<file path="src/rtl/apb_regbank_pkg.sv">
// apb_regbank_pkg: shared FSM state type, response codes and strobe helper for the APB register bank.
package apb_regbank_pkg;

    typedef enum logic [1:0] {
        IDLE   = 2'd0,
        SETUP  = 2'd1,
        ACCESS = 2'd2
    } apb_state_e;

    localparam logic APB_OKAY   = 1'b0;
    localparam logic APB_SLVERR = 1'b1;

    localparam int APB_MAX_DATA_W = 64;
    localparam int APB_MAX_STRB_W = APB_MAX_DATA_W / 8;

    // Sized for the widest supported bus; callers truncate to their own DATA_W.
    function automatic logic [APB_MAX_DATA_W-1:0] apb_strb_mask(input logic [APB_MAX_STRB_W-1:0] pstrb);
        logic [APB_MAX_DATA_W-1:0] mask;
        mask = {APB_MAX_DATA_W{1'b0}};
        for (int i = 0; i < APB_MAX_STRB_W; i++) begin
            mask[8*i +: 8] = {8{pstrb[i]}};
        end
        return mask;
    endfunction

endpackage

</file>
<file path="src/rtl/apb_regbank_mem.sv">
// apb_regbank_mem: DEPTH x DATA_W storage with a bit-masked write port and asynchronous read,
// cleared by the asynchronous reset.
module apb_regbank_mem
    import apb_regbank_pkg::*;
#(
    parameter int DATA_W = 32,
    parameter int DEPTH  = 16,
    parameter int IDX_W  = $clog2(DEPTH)
) (
    input  logic              clk,
    input  logic              nrst,
    input  logic              we,
    input  logic [IDX_W-1:0]  widx,
    input  logic [DATA_W-1:0] wdata,
    input  logic [DATA_W-1:0] wmask,
    input  logic [IDX_W-1:0]  ridx,
    output logic [DATA_W-1:0] rdata
);

    logic [DATA_W-1:0] mem_r [DEPTH];

    // Storage array: masked read-modify-write of one word per cycle.
    always_ff @(posedge clk or negedge nrst) begin
        if (!nrst) begin
            for (int i = 0; i < DEPTH; i++) begin
                mem_r[i] <= {DATA_W{1'b0}};
            end
        end else if (we) begin
            mem_r[widx] <= (mem_r[widx] & ~wmask) | (wdata & wmask);
        end
    end

    assign rdata = mem_r[ridx];

endmodule

</file>
<file path="src/rtl/apb_regbank.sv">
// apb_regbank: parametrised APB completer register bank with byte strobes, wait states and error response.
// Define APB_PROT_CHECK_EN to reject unprivileged accesses to the lowest PRIV_WORDS words.
module apb_regbank
    import apb_regbank_pkg::*;
#(
    parameter int                ADDR_W     = 32,
    parameter int                DATA_W     = 32,
    parameter int                DEPTH      = 16,
    parameter logic [ADDR_W-1:0] BASE_ADDR  = {ADDR_W{1'b0}},
    parameter int                WAIT_CYC   = 0,
    parameter int                PRIV_WORDS = 4
) (
    input  logic                clk,
    input  logic                nrst,
    input  logic [ADDR_W-1:0]   paddr,
    input  logic [2:0]          prot,
    input  logic                psel,
    input  logic                penable,
    input  logic                pwrite,
    input  logic [DATA_W-1:0]   pwdata,
    input  logic [DATA_W/8-1:0] pstrb,
    output logic                pready,
    output logic                slverr,
    output logic [DATA_W-1:0]   prdata
);

    localparam int                STRB_W     = DATA_W / 8;
    localparam int                LSB        = $clog2(STRB_W);
    localparam int                IDX_W      = $clog2(DEPTH);
    localparam logic [ADDR_W-1:0] SPAN       = ADDR_W'(DEPTH * STRB_W);
    localparam logic [ADDR_W-1:0] ALIGN_MASK = ADDR_W'(STRB_W - 1);
    localparam logic [4:0]        WAIT_EXT   = 5'(WAIT_CYC);

    apb_state_e          state_r;
    apb_state_e          phase_s;
    logic [3:0]          cnt_r;
    logic [ADDR_W-1:0]   addr_r;
    logic                write_r;
    logic [DATA_W-1:0]   wdata_r;
    logic [STRB_W-1:0]   strb_r;
    logic                pready_r;
    logic                slverr_r;
    logic [DATA_W-1:0]   prdata_r;

    logic [ADDR_W-1:0]   addr_s;
    logic                write_s;
    logic [ADDR_W-1:0]   off_s;
    logic [IDX_W-1:0]    idx_s;
    logic                hit_s;
    logic                priv_err_s;
    logic                err_s;
    logic                final_s;
    logic                we_s;
    logic [DATA_W-1:0]   wmask_s;
    logic [DATA_W-1:0]   rdata_s;

`ifdef APB_PROT_CHECK_EN
    logic priv_r;
    logic priv_s;
    logic unused_prot_s;
`else
    logic unused_prot_s;
`endif

    // The register only ever holds IDLE or ACCESS; SETUP is the cycle in which
    // the bus presents psel && !penable and the transfer is captured.
    always_comb begin
        phase_s = IDLE;
        if (state_r == ACCESS) begin
            if (!pready_r && psel && !penable) begin
                phase_s = SETUP;
            end else begin
                phase_s = ACCESS;
            end
        end else begin
            if (psel && !penable) begin
                phase_s = SETUP;
            end else begin
                phase_s = IDLE;
            end
        end
    end

    // Decode source: live bus during SETUP (zero-wait response), latched transfer otherwise.
    always_comb begin
        addr_s  = addr_r;
        write_s = write_r;
        if (phase_s == SETUP) begin
            addr_s  = paddr;
            write_s = pwrite;
        end else begin
            addr_s  = addr_r;
            write_s = write_r;
        end
    end

    assign off_s = addr_s - BASE_ADDR;
    assign idx_s = IDX_W'(off_s >> LSB);
    assign hit_s = (addr_s >= BASE_ADDR) && (off_s < SPAN) && ((off_s & ALIGN_MASK) == {ADDR_W{1'b0}});

`ifdef APB_PROT_CHECK_EN
    assign priv_s        = (phase_s == SETUP) ? prot[0] : priv_r;
    assign priv_err_s    = hit_s && (32'(idx_s) < PRIV_WORDS) && !priv_s;
    assign unused_prot_s = ^prot[2:1];
`else
    assign priv_err_s    = 1'b0;
    assign unused_prot_s = ^{prot, (PRIV_WORDS > 0)};
`endif

    assign err_s = !hit_s || priv_err_s;

    // Asserted when the coming edge enters the final (pready) ACCESS cycle.
    always_comb begin
        final_s = 1'b0;
        if (phase_s == SETUP) begin
            final_s = (WAIT_EXT == 5'd0);
        end else if (phase_s == ACCESS) begin
            final_s = !pready_r && psel && penable && (({1'b0, cnt_r} + 5'd1) == WAIT_EXT);
        end else begin
            final_s = 1'b0;
        end
    end

    assign we_s    = pready_r && write_r && !err_s;
    assign wmask_s = DATA_W'(apb_strb_mask(APB_MAX_STRB_W'(strb_r)));

    apb_regbank_mem #(
        .DATA_W (DATA_W),
        .DEPTH  (DEPTH),
        .IDX_W  (IDX_W)
    ) u_mem (
        .clk   (clk),
        .nrst  (nrst),
        .we    (we_s),
        .widx  (idx_s),
        .wdata (wdata_r),
        .wmask (wmask_s),
        .ridx  (idx_s),
        .rdata (rdata_s)
    );

    // Transfer FSM, wait counter, latched transfer and registered response.
    always_ff @(posedge clk or negedge nrst) begin
        if (!nrst) begin
            state_r  <= IDLE;
            cnt_r    <= 4'd0;
            addr_r   <= {ADDR_W{1'b0}};
            write_r  <= 1'b0;
            wdata_r  <= {DATA_W{1'b0}};
            strb_r   <= {STRB_W{1'b0}};
            pready_r <= 1'b0;
            slverr_r <= APB_OKAY;
            prdata_r <= {DATA_W{1'b0}};
`ifdef APB_PROT_CHECK_EN
            priv_r   <= 1'b0;
`endif
        end else begin
            pready_r <= final_s;
            slverr_r <= (final_s && err_s) ? APB_SLVERR : APB_OKAY;
            prdata_r <= (final_s && !write_s && !err_s) ? rdata_s : {DATA_W{1'b0}};
            case (phase_s)
                SETUP: begin
                    state_r <= ACCESS;
                    cnt_r   <= 4'd0;
                    addr_r  <= paddr;
                    write_r <= pwrite;
                    wdata_r <= pwdata;
                    strb_r  <= pstrb;
`ifdef APB_PROT_CHECK_EN
                    priv_r  <= prot[0];
`endif
                end
                ACCESS: begin
                    if (pready_r || !psel) begin
                        state_r <= IDLE;
                        cnt_r   <= 4'd0;
                    end else begin
                        cnt_r   <= cnt_r + 4'd1;
                    end
                end
                default: begin
                    state_r <= IDLE;
                    cnt_r   <= 4'd0;
                end
            endcase
        end
    end

    assign pready = pready_r;
    assign slverr = slverr_r;
    assign prdata = prdata_r;

endmodule

</file>
<file path="config.mk">
export PLATFORM = sky130hd
export DESIGN_NAME = apb_regbank
export DESIGN_NICKNAME = d
export VERILOG_FILES = /design/src/rtl/apb_regbank_pkg.sv /design/src/rtl/apb_regbank_mem.sv /design/src/rtl/apb_regbank.sv
export SDC_FILE = /design/constraint.sdc
export NUM_CORES = 1
export LEC_CHECK = 0
export ABC_AREA = 1
export ABC_CLOCK_PERIOD_IN_PS = 2950
export BUFFER_PORTS_ARGS = -buffer_cell sky130_fd_sc_hd__buf_4
export CELL_PAD_IN_SITES_DETAIL_PLACEMENT = 0
export CELL_PAD_IN_SITES_GLOBAL_PLACEMENT = 1
export CORE_MARGIN = 4
export CORE_UTILIZATION = 45
export DETAILED_ROUTE_END_ITERATION = 7
export GPL_TIMING_DRIVEN = 0
export PLACE_DENSITY_LB_ADDON = 0.1
export SLEW_MARGIN = 10
export SYNTH_ARGS = -nofsm -noshare
export SYNTH_HDL_FRONTEND = slang
export SYNTH_SLANG_ARGS = --single-unit
</file>
<file path="constraint.sdc">
create_clock -name clk -period 2.95 [get_ports clk]
set_input_delay 0.1475 -clock clk [delete_from_list [all_inputs] [get_ports clk]]
set_output_delay 0.1475 -clock clk [all_outputs]
set_load 0.02 [all_outputs]
</file>
==> reports/results.txt, run 1 <==
largest family of logic cells by synthesized area: simple AND/OR/NAND/NOR gates
GRT overflow: 0
vias in the first global route: 29.1k
std cell rows: 96
routed len/inst: 22.1 um
Residual DRC: 0
r2r worst-path depth: 18
# fillers: 6752
Final Hold Vio Count: 0
Pleak: 21.6 nW
initial antenna violation count: 0
total clock sinks: 620
Multi-input gate area: 14100 um2
Synth Area in Simple Gates: 44.0%
top cell type's share of synthesized area: 49.8%
Worst setup SP type: flop
Final Power: 21.4 mW
crit-path max FO: 10
Netlist cell types: 26
Compound-Gate Fraction of Synth Area: 0.113%
proportion of synthesized area in mux cells: 0%
core area: 68600 um2
Vias: 30.7k
reg-to-reg slack, setup: 0.1 ns
Area growth, synth to finish: 20.8%
HP Class: in2async
reg-to-reg startpoint: pready
Top FF cell, synth: dfrtp_1
die area: 73400 um2
post-synth top area cell: dfrtp_1
synthesized instance count: 4331
Port Buffers: 106
Post-Syn Area: 31100 um2
diode count: 0
Worst setup EP type: flop
synth warn: 0
register area: 15500 um2
Layout Nets: 4696
register area share after synthesis: 49.8%
post-route cell area: 37600 um2
Worst R2R End: u_mem.mem_r[416]
Routed WL: 124000 um
Max-Cap Viols: 0
H-Tree Depth: 3
XOR/XNOR share of the synthesized area: 0.0563%
Root Buffer: clkbuf_16
Max-slew headroom: 22.8%
cts bufs inserted: 72
largest net degree at the start of global routing: 104
overall routing resource usage: 33.3%
CTS tree: yes
Initial Util: 45.4%
kind of critical path: reg2reg
clock buffer depth: 3
PD cells: 569 nW/um2
Synth top cells by count: 2339 x nand2_1, 786 x nand3_1, 620 x dfrtp_1, 129 x clkbuf_1, 124 x buf_2
post-synthesis register bit count: 620
Peak VDD IR: 0.508 mV
minimum clock period: 2.85 ns
period utilisation layout: 96.8%
cell with the most instances after synthesis: nand2_1
first drt pass iteration count: 5
Reg clk slew, reported paths: 0.06 ns
syn_nets: 4409
DP Area: 33300 um2
io pins: 110
DR vias/cell: 5.47
syn_area_per_cell: 7.19 um2
Max Fclk: 0.350 GHz
global placement routability congestion: 0.892
Post-synth EDFFs: 0
status: finished clean
Synth area leaders: dfrtp_1 50%, nand2_1 28%, nand3_1 13%, buf_2 2.0%, clkbuf_1 1.6%
fraction of layout cells with a size suffix above 1: 13.7%
Async SR Flop Fraction: 100%
final cell utilization of the core: 54.8%
Final Max Tran Viols: 0
measured slew at the worst slew-check pin: 1.16 ns
dpl hpwl: 83200 um
crit path DAT: 3.36 ns
Worst Skew: 0.0206 ns
Die Y: 271 um
final setup fails: 0
CP required: 3.46 ns
Routed Antenna Nets: 0
Clock Latency Late Sink: 0.63 ns
first-pass GRT wire length: 185000 um
die width: 271 um
RSZ-0062 raised after global routing: true
1st-iter DRT viols: 3514
Adder-Cell Fraction of Synth Area: 0.0804%
## what timing repair did
| action | in CTS | in global routing |
|---|---|---|
| endpoints found under the setup margin | 544 | 515 |
| hold endpoints to repair | 144 | 0 |
| cloned | 1 | 0 |
| pin swaps | 7 | 2 |
| hold buffers | 76 | 0 |
| buffers inserted | 16 | 8 |
| gates resized for setup | 238 | 122 |
## cell usage in the layout, fill, tap and decap left out, types with 5 or more instances in the layout
cell | netlist | layout
buf_1 | 54 | 36
dlygate4sd3_1 | 0 | 76
nor2_8 | 9 | 9
clkbuf_8 | 0 | 28
bufinv_16 | 0 | 5
buf_6 | 4 | 28
nand2_1 | 2339 | 2304
dfrtp_1 | 620 | 619
inv_2 | 22 | 20
nor2_1 | 86 | 67
buf_16 | 0 | 6
nand3_1 | 786 | 785
clkbuf_2 | 0 | 41
nand2_2 | 5 | 35
nor2_4 | 3 | 19
nor2_2 | 10 | 13
nand3b_1 | 12 | 12
clkinv_2 | 0 | 8
clkbuf_4 | 0 | 28
inv_1 | 52 | 52
clkbuf_16 | 0 | 75
buf_12 | 0 | 6
clkbuf_1 | 129 | 71
buf_4 | 26 | 197
buf_2 | 124 | 69
or2_2 | 32 | 32
## power by group
part | internal [mW] | total, mW | switching (mW)
clock | 5.70 | 9.48 | 3.78
sequential | 8.64 | 8.69 | 0.0516
combinational | 0.781 | 3.21 | 2.43
## metrics by stage
step	setup WS [ns]	hold slack [ns]	TNS (ns)	std cells
after floorplan	0.490	-0.148	0	4331
after global placement	-5.62	0.342	-3918.14	5368
after detailed placement	-1.23	0.150	-499.90	5374
after CTS	-0.00603	0.111	-0.0100	5599
after global routing	-0.0269	0.129	-0.319	5607
final	0.0950	0.0885	0	5607
## critical path, stage by stage (launching register included)
cell	delay [ns]
dfrtp_2	0.42
nand2_2	0.10
nand3_4	0.10
buf_12	0.16
nand2_4	0.15
nand2_8	0.17
buf_8	0.21
buf_4	0.21
nand2_1	0.08
nand2_1	0.05
nand2_1	0.06
nand2_1	0.05
nand2_1	0.05
nand2_1	0.13
nor2_1	0.21
nand2_2	0.14
buf_4	0.26
nand3_1	0.10
nand2_1	0.07
## cell families after synthesis
family / Yosys count
and+or+nand+nor: 3289
DFF: 620
buffers and inverters: 411
AOI/OAI and AO/OA: 7
xor gates and xnor gates: 2
adders and majority gates: 2
## metal layers
| layer | routed length, um | track usage, % | up-vias |
|---|---|---|---|
| met2 | 53500 | 49.8 | 1447 |
| met4 | 6160 | 14.3 | 0 |
| met1 | 52500 | 47.6 | 14800 |
| met3 | 11600 | 6.39 | 259 |
| li1 | - | - | 14100 |
| met5 | 0 | 0 | - |
## registers in the layout, summed over array words and instances (netlist names), 4 cells and up
name         cells
addr_r          32
cnt_r            4
prdata          32
strb_r           4
u_mem.mem_r    512
wdata_r         32
## area by class of cell
| class | count | area share [%] |
|---|---|---|
| Multi-Input combinational cell | 3300 | 37.4 |
| Tap cell | 931 | 3.10 |
| Clock buffer | 115 | 6.03 |
| Timing Repair Buffer | 213 | 5.33 |
| Inverter | 74 | 0.759 |
| Clock inverter | 17 | 0.596 |
| Buffer | 337 | 5.51 |
| Sequential cell | 620 | 41.3 |
## worst max path at each step
stage	depth (start not counted)	start	endpoint	slack, ns
5_1_grt	17	pready	u_mem.mem_r[292]	-0.03
2_1_floorplan	16	pready	u_mem.mem_r[193]	0.49
6_report	18	pready	u_mem.mem_r[416]	0.1
3_3_place_gp	1	nrst	prdata[6]	-5.62
3_5_place_dp	17	pready	u_mem.mem_r[506]	-1.23
4_1_cts	17	pready	u_mem.mem_r[372]	-0.006
Power figures use the tool's default switching activity.
==> inputs of run 2 (changes only) <==
--- a/config.mk
+++ b/config.mk
@@ -6,15 +6,16 @@
 export NUM_CORES = 1
 export LEC_CHECK = 0
 export ABC_AREA = 1
-export ABC_CLOCK_PERIOD_IN_PS = 2950
+export ABC_CLOCK_PERIOD_IN_PS = 3100
 export BUFFER_PORTS_ARGS = -buffer_cell sky130_fd_sc_hd__buf_4
 export CELL_PAD_IN_SITES_DETAIL_PLACEMENT = 0
 export CELL_PAD_IN_SITES_GLOBAL_PLACEMENT = 1
 export CORE_MARGIN = 4
 export CORE_UTILIZATION = 45
+export CTS_CLUSTER_DIAMETER = 80
 export DETAILED_ROUTE_END_ITERATION = 7
 export GPL_TIMING_DRIVEN = 0
-export PLACE_DENSITY_LB_ADDON = 0.1
+export PLACE_DENSITY = 0.86
 export SLEW_MARGIN = 10
 export SYNTH_ARGS = -nofsm -noshare
 export SYNTH_HDL_FRONTEND = slang
==> constraint.sdc (replaced) <==
create_clock -name clk -period 3.1 [get_ports clk]
set_input_delay 0.155 -clock clk [delete_from_list [all_inputs] [get_ports clk]]
set_output_delay 0.155 -clock clk [all_outputs]
set_load 0.02 [all_outputs]
==> run 2 against run 1 <==
  * First-iteration DRC count increased by 11%
  * Largest power group unchanged
  * Highest routed layer unchanged
  * Clock power fell by 7.8%
  * Final area fell by 1.2%
  * Sequential cell count is the same
  * Critical endpoint is now u_mem.mem_r[343]
  * Clock skew is 0.0031 ns lower
  * Clock-buffer cell count shrank 2
==> reports/results.txt, run 2 (same netlist as run 1, synthesis figures left out) <==
Port Buffers: 106
first-pass GRT wire length: 182000 um
largest net degree at the start of global routing: 107
die width: 271 um
die area: 73400 um2
Worst Skew: 0.0175 ns
reg-to-reg startpoint: pready
Routed WL: 121000 um
Initial Util: 45.4%
GR met2 Demand/Resource: 48.7%
H-Tree Depth: 3
Pleak: 21.4 nW
diode count: 0
minimum clock period: 3.02 ns
CP required: 3.60 ns
DR vias/cell: 5.53
Placed Cells: 5375
Max Fclk: 0.331 GHz
std cell rows: 96
reg-to-reg slack, setup: 0.08 ns
Final Power: 20.0 mW
most frequent cells in the layout: 2311 x nand2_1, 786 x nand3_1, 619 x dfrtp_1, 165 x buf_4, 95 x buf_2
first drt pass iteration count: 6
io pins: 110
Clock Latency Late Sink: 0.62 ns
crit path DAT: 3.53 ns
Routed Antenna Nets: 0
Largest register FFs: 512
final setup fails: 0
global placement routability congestion: 0.934
crit-path max FO: 10
dpl hpwl: 81100 um
HP Class: in2reg
Setup Total Neg Slack: 0 ns
initial antenna violation count: 0
Worst R2R End: u_mem.mem_r[343]
GRT busiest layer: met2
kind of critical path: reg2reg
fraction of layout cells with a size suffix above 1: 13.0%
Max-slew headroom: 34.0%
Reg clk slew, reported paths: 0.06 ns
Final Hold Vio Count: 0
vias in the first global route: 29.1k
Worst setup SP type: flop
GRT overflow: 0
M3 GR Usage: 6.63%
overall routing resource usage: 32.5%
Root Buffer: clkbuf_16
crit path from: pready
Largest Register: u_mem.mem_r
r2r worst-path depth: 15
Layout Nets: 4682
Setup crit end: u_mem.mem_r[343]
Worst setup EP type: flop
most common cell after layout, fill and taps aside: nand2_1
measured slew at the worst slew-check pin: 0.991 ns
fin cells: 5590
Max-Cap Viols: 0
period utilisation layout: 97.5%
Vias: 30.9k
Peak VDD IR: 0.435 mV
Hold WS: 0.0652 ns
cts bufs inserted: 71
routed len/inst: 21.7 um
# fillers: 6796
CTS tree: yes
Final Max Tran Viols: 0
status: finished clean
core area: 68600 um2
total clock sinks: 620
PD cells: 537 nW/um2
Die Y: 271 um
Area growth, synth to finish: 19.4%
1st-iter DRT viols: 3892
clock buffer depth: 3
Residual DRC: 0
met1 GRT Util: 44.8%
run 2: final cells by class:
cell class / count / area [um2] / area share [%]
buffer: 336 / 1910 / 5.13
clock buffer: 113 / 2230 / 6.00
clock inverter: 15 / 171 / 0.461
inverter: 74 / 280 / 0.754
multi-input combinational: 3301 / 14000 / 37.7
sequential: 620 / 15500 / 41.7
tap: 931 / 1160 / 3.13
timing repair buffer: 200 / 1870 / 5.04
run 2: timing repair:
item | 4_1_cts | 5_1_grt
pin swaps | 3 | 4
hold endpoints to repair | 271 | 0
setup buffers | 9 | 2
gates cloned | 1 | 0
gates resized for setup | 160 | 134
hold buffers | 76 | 0
setup endpoints to repair | 544 | 517
run 2: worst min path at each step:
| stage | to | cells after the start | start |
|---|---|---|---|
| finish | cnt_r[1] | 3 | psel |
| global placement | wdata_r[4] | 3 | pwdata[4] |
| global route | cnt_r[0] | 3 | psel |
| floorplan | addr_r[0] | 0 | nrst |
| detailed placement | prdata[20] | 1 | nrst |
| CTS | cnt_r[1] | 3 | psel |
run 2: critical path, cell delays in order (launching register included):
cell	delay, ns
dfrtp_2	0.45
nand2_4	0.16
nand3_4	0.21
o21ai_4	0.28
inv_2	0.08
buf_2	0.23
clkbuf_2	0.34
nand2_1	0.15
nand2_1	0.06
nand2_1	0.05
nand2_1	0.07
nor2_2	0.22
nand2_2	0.21
buf_4	0.25
nand3_1	0.08
nand2_1	0.06
run 2: stage by stage:
stage               util (%)  setup WS [ns]  cell area, um2
floorplan                  -          0.640           31100
global placement        48.2          -5.41           33100
detailed placement      48.5          -1.00           33300
CTS                     53.8        -0.0635           36900
global route            54.2        -0.0162           37200
finish                  54.2         0.0768           37200
run 2: where the power goes:
group | total [mW] | internal [mW] | leakage [nW] | switching (mW)
logic | 2.95 | 0.679 | 11.6 | 2.27
registers | 8.27 | 8.22 | 8.53 | 0.0517
clock network | 8.74 | 5.19 | 1.18 | 3.56
run 2: per-layer routing:
| layer | part of all wire (%) | vias to the layer above |
|---|---|---|
| met2 | 44 | 1573 |
| met5 | 0 | - |
| met3 | 9.8 | 309 |
| met4 | 5.8 | 0 |
| li1 | - | 14100 |
| met1 | 41 | 14900 |
